==> src/rtl/enc_tx_sched.sv <==
// enc_tx_sched: transmit symbol scheduler feeding the 8b/10b encoder inputs
// (A..H on ENC_D[0..7], K on ENC_K). After reset or link re-enable it sends a
// run of K28.5 commas, then streams user bytes over valid/ready and fills
// idle slots with commas.
// Optional feature macro: ENC_TX_SCHED_PERIODIC_ALIGN_EN
//   defined   -> a comma is forced (SKIP state) after ALIGN_PERIOD
//                consecutive non-comma symbols.
//   undefined -> no period counter and no SKIP state.
module enc_tx_sched #(
  parameter int         ALIGN_CNT    = 16,
  parameter int         ALIGN_PERIOD = 256,
  parameter logic [7:0] COMMA        = 8'hBC
) (
  input  logic       SBYTECLK,
  input  logic       RST_N,
  input  logic       EN,
  input  logic [7:0] TX_DATA,
  input  logic       TX_K,
  input  logic       TX_VALID,
  output logic       TX_READY,
  output logic [7:0] ENC_D,
  output logic       ENC_K,
  output logic       ALIGNED
);

  localparam int AW = $clog2(ALIGN_CNT + 1);
  localparam int PW = $clog2(ALIGN_PERIOD + 1);

  localparam logic [AW-1:0] A_ONE      = AW'(32'd1);
  localparam logic [AW-1:0] ALIGN_LAST = AW'(ALIGN_CNT);

  // Reject parameter values the scheduler cannot honour.
  if (ALIGN_CNT < 1) begin : g_bad_align_cnt
    $error("enc_tx_sched: ALIGN_CNT must be >= 1");
  end
  if (ALIGN_PERIOD < 2) begin : g_bad_align_period
    $error("enc_tx_sched: ALIGN_PERIOD must be >= 2");
  end

`ifdef ENC_TX_SCHED_PERIODIC_ALIGN_EN
  typedef enum logic [1:0] {
    ST_ALIGN = 2'd0,
    ST_RUN   = 2'd1,
    ST_SKIP  = 2'd2
  } state_t;

  localparam logic [PW-1:0] P_ONE  = PW'(32'd1);
  localparam logic [PW-1:0] P_LAST = PW'(ALIGN_PERIOD - 1);

  logic [PW-1:0] period_cnt_r;
  logic [PW-1:0] period_cnt_nxt_s;
  logic          user_comma_s;
`else
  typedef enum logic [1:0] {
    ST_ALIGN = 2'd0,
    ST_RUN   = 2'd1
  } state_t;
`endif

  state_t        state_r;
  state_t        state_nxt_s;
  logic [AW-1:0] align_cnt_r;
  logic [AW-1:0] align_cnt_nxt_s;
  logic [AW-1:0] align_inc_s;
  logic [7:0]    enc_d_r;
  logic [7:0]    enc_d_nxt_s;
  logic          enc_k_r;
  logic          enc_k_nxt_s;

  // Next-state, counter and symbol selection; a comma is the default symbol.
  always_comb begin
    state_nxt_s     = state_r;
    align_cnt_nxt_s = align_cnt_r;
    enc_d_nxt_s     = COMMA;
    enc_k_nxt_s     = 1'b1;
    align_inc_s     = align_cnt_r + A_ONE;
`ifdef ENC_TX_SCHED_PERIODIC_ALIGN_EN
    period_cnt_nxt_s = period_cnt_r;
    user_comma_s     = TX_K & (TX_DATA == COMMA);
`endif
    case (state_r)
      ST_ALIGN: begin
`ifdef ENC_TX_SCHED_PERIODIC_ALIGN_EN
        period_cnt_nxt_s = {PW{1'b0}};
`endif
        if (EN) begin
          if (align_inc_s == ALIGN_LAST) begin
            state_nxt_s     = ST_RUN;
            align_cnt_nxt_s = {AW{1'b0}};
          end else begin
            align_cnt_nxt_s = align_inc_s;
          end
        end else begin
          align_cnt_nxt_s = {AW{1'b0}};
        end
      end
      ST_RUN: begin
        if (!EN) begin
          // Link dropped: the offered byte stays with the user.
          state_nxt_s     = ST_ALIGN;
          align_cnt_nxt_s = {AW{1'b0}};
`ifdef ENC_TX_SCHED_PERIODIC_ALIGN_EN
          period_cnt_nxt_s = {PW{1'b0}};
`endif
        end else if (TX_VALID) begin
          enc_d_nxt_s = TX_DATA;
          enc_k_nxt_s = TX_K;
`ifdef ENC_TX_SCHED_PERIODIC_ALIGN_EN
          // A user-sent K28.5 counts as a comma and restarts the run.
          if (user_comma_s) begin
            period_cnt_nxt_s = {PW{1'b0}};
          end else begin
            period_cnt_nxt_s = period_cnt_r + P_ONE;
            if (period_cnt_r == P_LAST) begin
              state_nxt_s = ST_SKIP;
            end else begin
              state_nxt_s = ST_RUN;
            end
          end
`endif
        end else begin
`ifdef ENC_TX_SCHED_PERIODIC_ALIGN_EN
          period_cnt_nxt_s = {PW{1'b0}};
`endif
          state_nxt_s = ST_RUN;
        end
      end
`ifdef ENC_TX_SCHED_PERIODIC_ALIGN_EN
      ST_SKIP: begin
        period_cnt_nxt_s = {PW{1'b0}};
        align_cnt_nxt_s  = {AW{1'b0}};
        if (EN) begin
          state_nxt_s = ST_RUN;
        end else begin
          state_nxt_s = ST_ALIGN;
        end
      end
`endif
      default: begin
        state_nxt_s     = ST_ALIGN;
        align_cnt_nxt_s = {AW{1'b0}};
`ifdef ENC_TX_SCHED_PERIODIC_ALIGN_EN
        period_cnt_nxt_s = {PW{1'b0}};
`endif
      end
    endcase
  end

  // State, counters and encoder output registers with synchronous reset.
  always_ff @(posedge SBYTECLK) begin
    if (!RST_N) begin
      state_r     <= ST_ALIGN;
      align_cnt_r <= {AW{1'b0}};
      enc_d_r     <= COMMA;
      enc_k_r     <= 1'b1;
`ifdef ENC_TX_SCHED_PERIODIC_ALIGN_EN
      period_cnt_r <= {PW{1'b0}};
`endif
    end else begin
      state_r     <= state_nxt_s;
      align_cnt_r <= align_cnt_nxt_s;
      enc_d_r     <= enc_d_nxt_s;
      enc_k_r     <= enc_k_nxt_s;
`ifdef ENC_TX_SCHED_PERIODIC_ALIGN_EN
      period_cnt_r <= period_cnt_nxt_s;
`endif
    end
  end

  // Ready and aligned depend only on state and EN, never on TX_VALID.
  assign TX_READY = (state_r == ST_RUN) & EN;
  assign ALIGNED  = (state_r != ST_ALIGN);
  assign ENC_D    = enc_d_r;
  assign ENC_K    = enc_k_r;

endmodule

==> config.mk <==
export PLATFORM = sky130hd
export DESIGN_NAME = enc_tx_sched
export DESIGN_NICKNAME = d
export VERILOG_FILES = /design/src/rtl/enc_tx_sched.sv
export SDC_FILE = /design/constraint.sdc
export NUM_CORES = 1
export LEC_CHECK = 0
export CORE_ASPECT_RATIO = 1.1
export CORE_MARGIN = 10
export CORE_UTILIZATION = 35
export CTS_CLUSTER_DIAMETER = 80
export CTS_CLUSTER_SIZE = 40
export DETAILED_ROUTE_END_ITERATION = 8
export HOLD_SLACK_MARGIN = 0.06
export PLACE_DENSITY_LB_ADDON = 0.15
export SLEW_MARGIN = 15
export SYNTH_ARGS = -nofsm -noshare
export SYNTH_HDL_FRONTEND = slang
export SYNTH_SLANG_ARGS = --single-unit
==> constraint.sdc <==
create_clock -name SBYTECLK -period 1 [get_ports SBYTECLK]
set_clock_uncertainty 0.05 [all_clocks]
set_input_delay 0.25 -clock SBYTECLK [delete_from_list [all_inputs] [get_ports SBYTECLK]]
set_output_delay 0.25 -clock SBYTECLK [all_outputs]
set_load 0.01 [all_outputs]
==> out/results.tsv <==
metric	value	unit
grt_pass1_wl	2.41	mm
fp-row-count	15	
finalMaxSlewViolations	0	
dp_hpwl	1.12	mm
layout_commonest_cell	buf_4	
synth_area_leaders	dfxtp_1 (53%), or2_1 (6.6%), nor2_1 (4.0%), mux2i_1 (3.5%), nand2_1 (2.7%)	
routed_wirelength	1.46	mm
required	0.70	ns
diodes	0	
r2r_cells	4	
finalCriticalPeriod	1.16	ns
fin_util	0.609	
gp_congestion	0.777	
p_int	0.000815	W
synth_seq_area_share	0.531	
numCtsBuffers	3	
grt_overflow	0	
hold_buffers	0	
synth_top_area_share	0.531	
synthCells	55	
track_usage	0.0836	
fmaxAchievable	0.863	GHz
fillers	142	
tns	-0.806	ns
fin_nets	107	
antenna_found_initial	0	
remaining_drc_errors	0	
comb_power_share	0.085	
synth-adder-area-share	0.0221	
die_area	0.00363	sq mm
clk_path_buf_depth	2	
die_width	58.3	microns
post-route-period-util	1.16	
yosys-mux-area-fraction	0.0354	
ys.warnings.count	0	
cp_max_fo	3	
wl_per_cell	13.4	microns
path_clk_slew	0.09	ns
synth_top_family_by_area	simple AND/OR/NAND/NOR gates	
synth_xor_area_frac	0.0310	
max_slew_margin	0.836	
yosysTopAreaCell	dfxtp_1	
syn_avg_cell_area	10.3	sq um
clkSinkCount	15	
synth-edff-count	0	
ir_worst_vdd	811	uV
p_sw	0.000224	W
p_leak	0.389	nW
synthesis.area	566	sq um
cap_violations	0	
num_vias	510	
die_h	62.2	microns
port_buffers	23	
ys_async_sr_fraction	0	
setup_viol	22	
syn-num-nets	69	
viasPerCell	4.68	
stdcell_count	109	
crit_arrival	0.86	ns
rsz0062_at_grt	true	
worst-r2r-setup-slack	-0.09	ns
mostFrequentLayoutCells	buf_4 (11), clkdlybuf4s50_1 (10), dfxtp_1 (8)	
clock_latency	0.28	ns
ys.flop_type	dfxtp_1	
synth_cell_types	24	
dp.cells	101	
grt_max_degree	9	
violations	setup timing	
min_path_type	in2reg	
ctsHtreeMaxLevel	1	
power_frac_seq	0.581	
outcome	finished with violations	
start_kind	flop	
ant_nets	0	
hold_violations	0	
worst_pin_slew	0.246	ns
p_sw_frac	0.215	
setup_slack	-0.158	ns
drive_above_1_share	0.467	
hold_depth	3	
cts-root-buf	clkbuf_4	
finalPower	0.00104	W
tritoncts	built	
grt_pass1_vias	542	
cp-end-kind	output port	
core_region_area	0.00156	sq mm
drt_iter0_drc	2	
initial_core_util	0.363	
syn2layout_area_growth	67.7	%
clkPwrFrac	0.334	
synth-simple-area-share	0.265	
ys_ff_latch	15	
synth-compound-area-share	0.0796	
crit_type	reg2out	
power.density	1090	mW/mm^2
drtPass1Iterations	3	
io_pins	24	
[metrics by stage]
step                hold WS (ns)  cell area (sq um)  worst slack [ns]
floorplan                  0.300                588           -0.0176
global placement           0.457                881            -0.669
detailed placement         0.458                881            -0.672
CTS                        0.432                895            -0.183
global route               0.460                948            -0.189
finish                     0.435                948            -0.158
[cells in the mapped netlist, drive strengths merged (2+ instances only)]
library cell	number
or2	6
mux2i	2
nand2	4
nor2	6
and2	2
inv	3
dfxtp	15
nand3	2
nor2b	2
[cells by family after synthesis]
family / after synthesis
simple gates: 25
mux: 2
flops: 15
buf+inv: 5
compound gates: 5
fa+ha+maj: 1
xor+xnor: 2
[what timing repair did]
action / 4_1_cts / 5_1_grt
setup buffers: 2 / 2
resized for setup: 54 / 9
setup endpoints to repair: 25 / 25
pin swaps: 5 / 2
endpoints found under the hold margin: 0 / 0
[routing by layer]
| metal | wire (microns) | vias up | share of wire | GRT usage |
|---|---|---|---|---|
| met5 | 0 | - | 0 | 0 |
| met4 | 12 | 0 | 0.0082 | 0.0353 |
| met3 | 91 | 2 | 0.062 | 0.0285 |
| met2 | 831 | 9 | 0.57 | 0.149 |
| met1 | 521 | 243 | 0.36 | 0.0831 |
| li1 | - | 256 | - | - |
[power by group through the flow]
stage,Sequential [W],Clock (W),Combinational [W]
after floorplan,0.000621,0,0.0000195
after global placement,0.000622,0,0.0000770
after detailed placement,0.000622,0,0.0000791
after CTS,0.000603,0.000358,0.0000872
after global routing,0.000604,0.000384,0.0000973
final,0.000603,0.000347,0.0000884
[layout make-up]
cell class                 count  area (sq um)  share of cell area
clock buffer                   4          26.3              0.0277
inverter                       4          15.0              0.0158
multi-input combinational     35           285               0.301
sequential                    15           314               0.331
tap                           17          21.3              0.0224
timing repair buffer          34           287               0.302
[final timing paths]
| path | startpoint | endpoint |
|---|---|---|
| setup / recovery | state_r[0] | TX_READY |
| hold / removal | TX_DATA[1] | ENC_D[1] |
| setup reg to reg | state_r[0] | align_cnt_r[4] |
| hold reg to reg | align_cnt_r[4] | align_cnt_r[4] |
[sequential cells by signal (all words and copies together), names as in the netlist]
register / cells
ENC_D: 8
align_cnt_r: 5
ENC_K: 1
state_r: 1
[critical path, cell delays in order, from the launching register on]
cell and delay (ns):
dfxtp_2 0.34, and2_4 0.13, buf_6 0.11
Note: power is estimated with default switching activity, not from simulation.
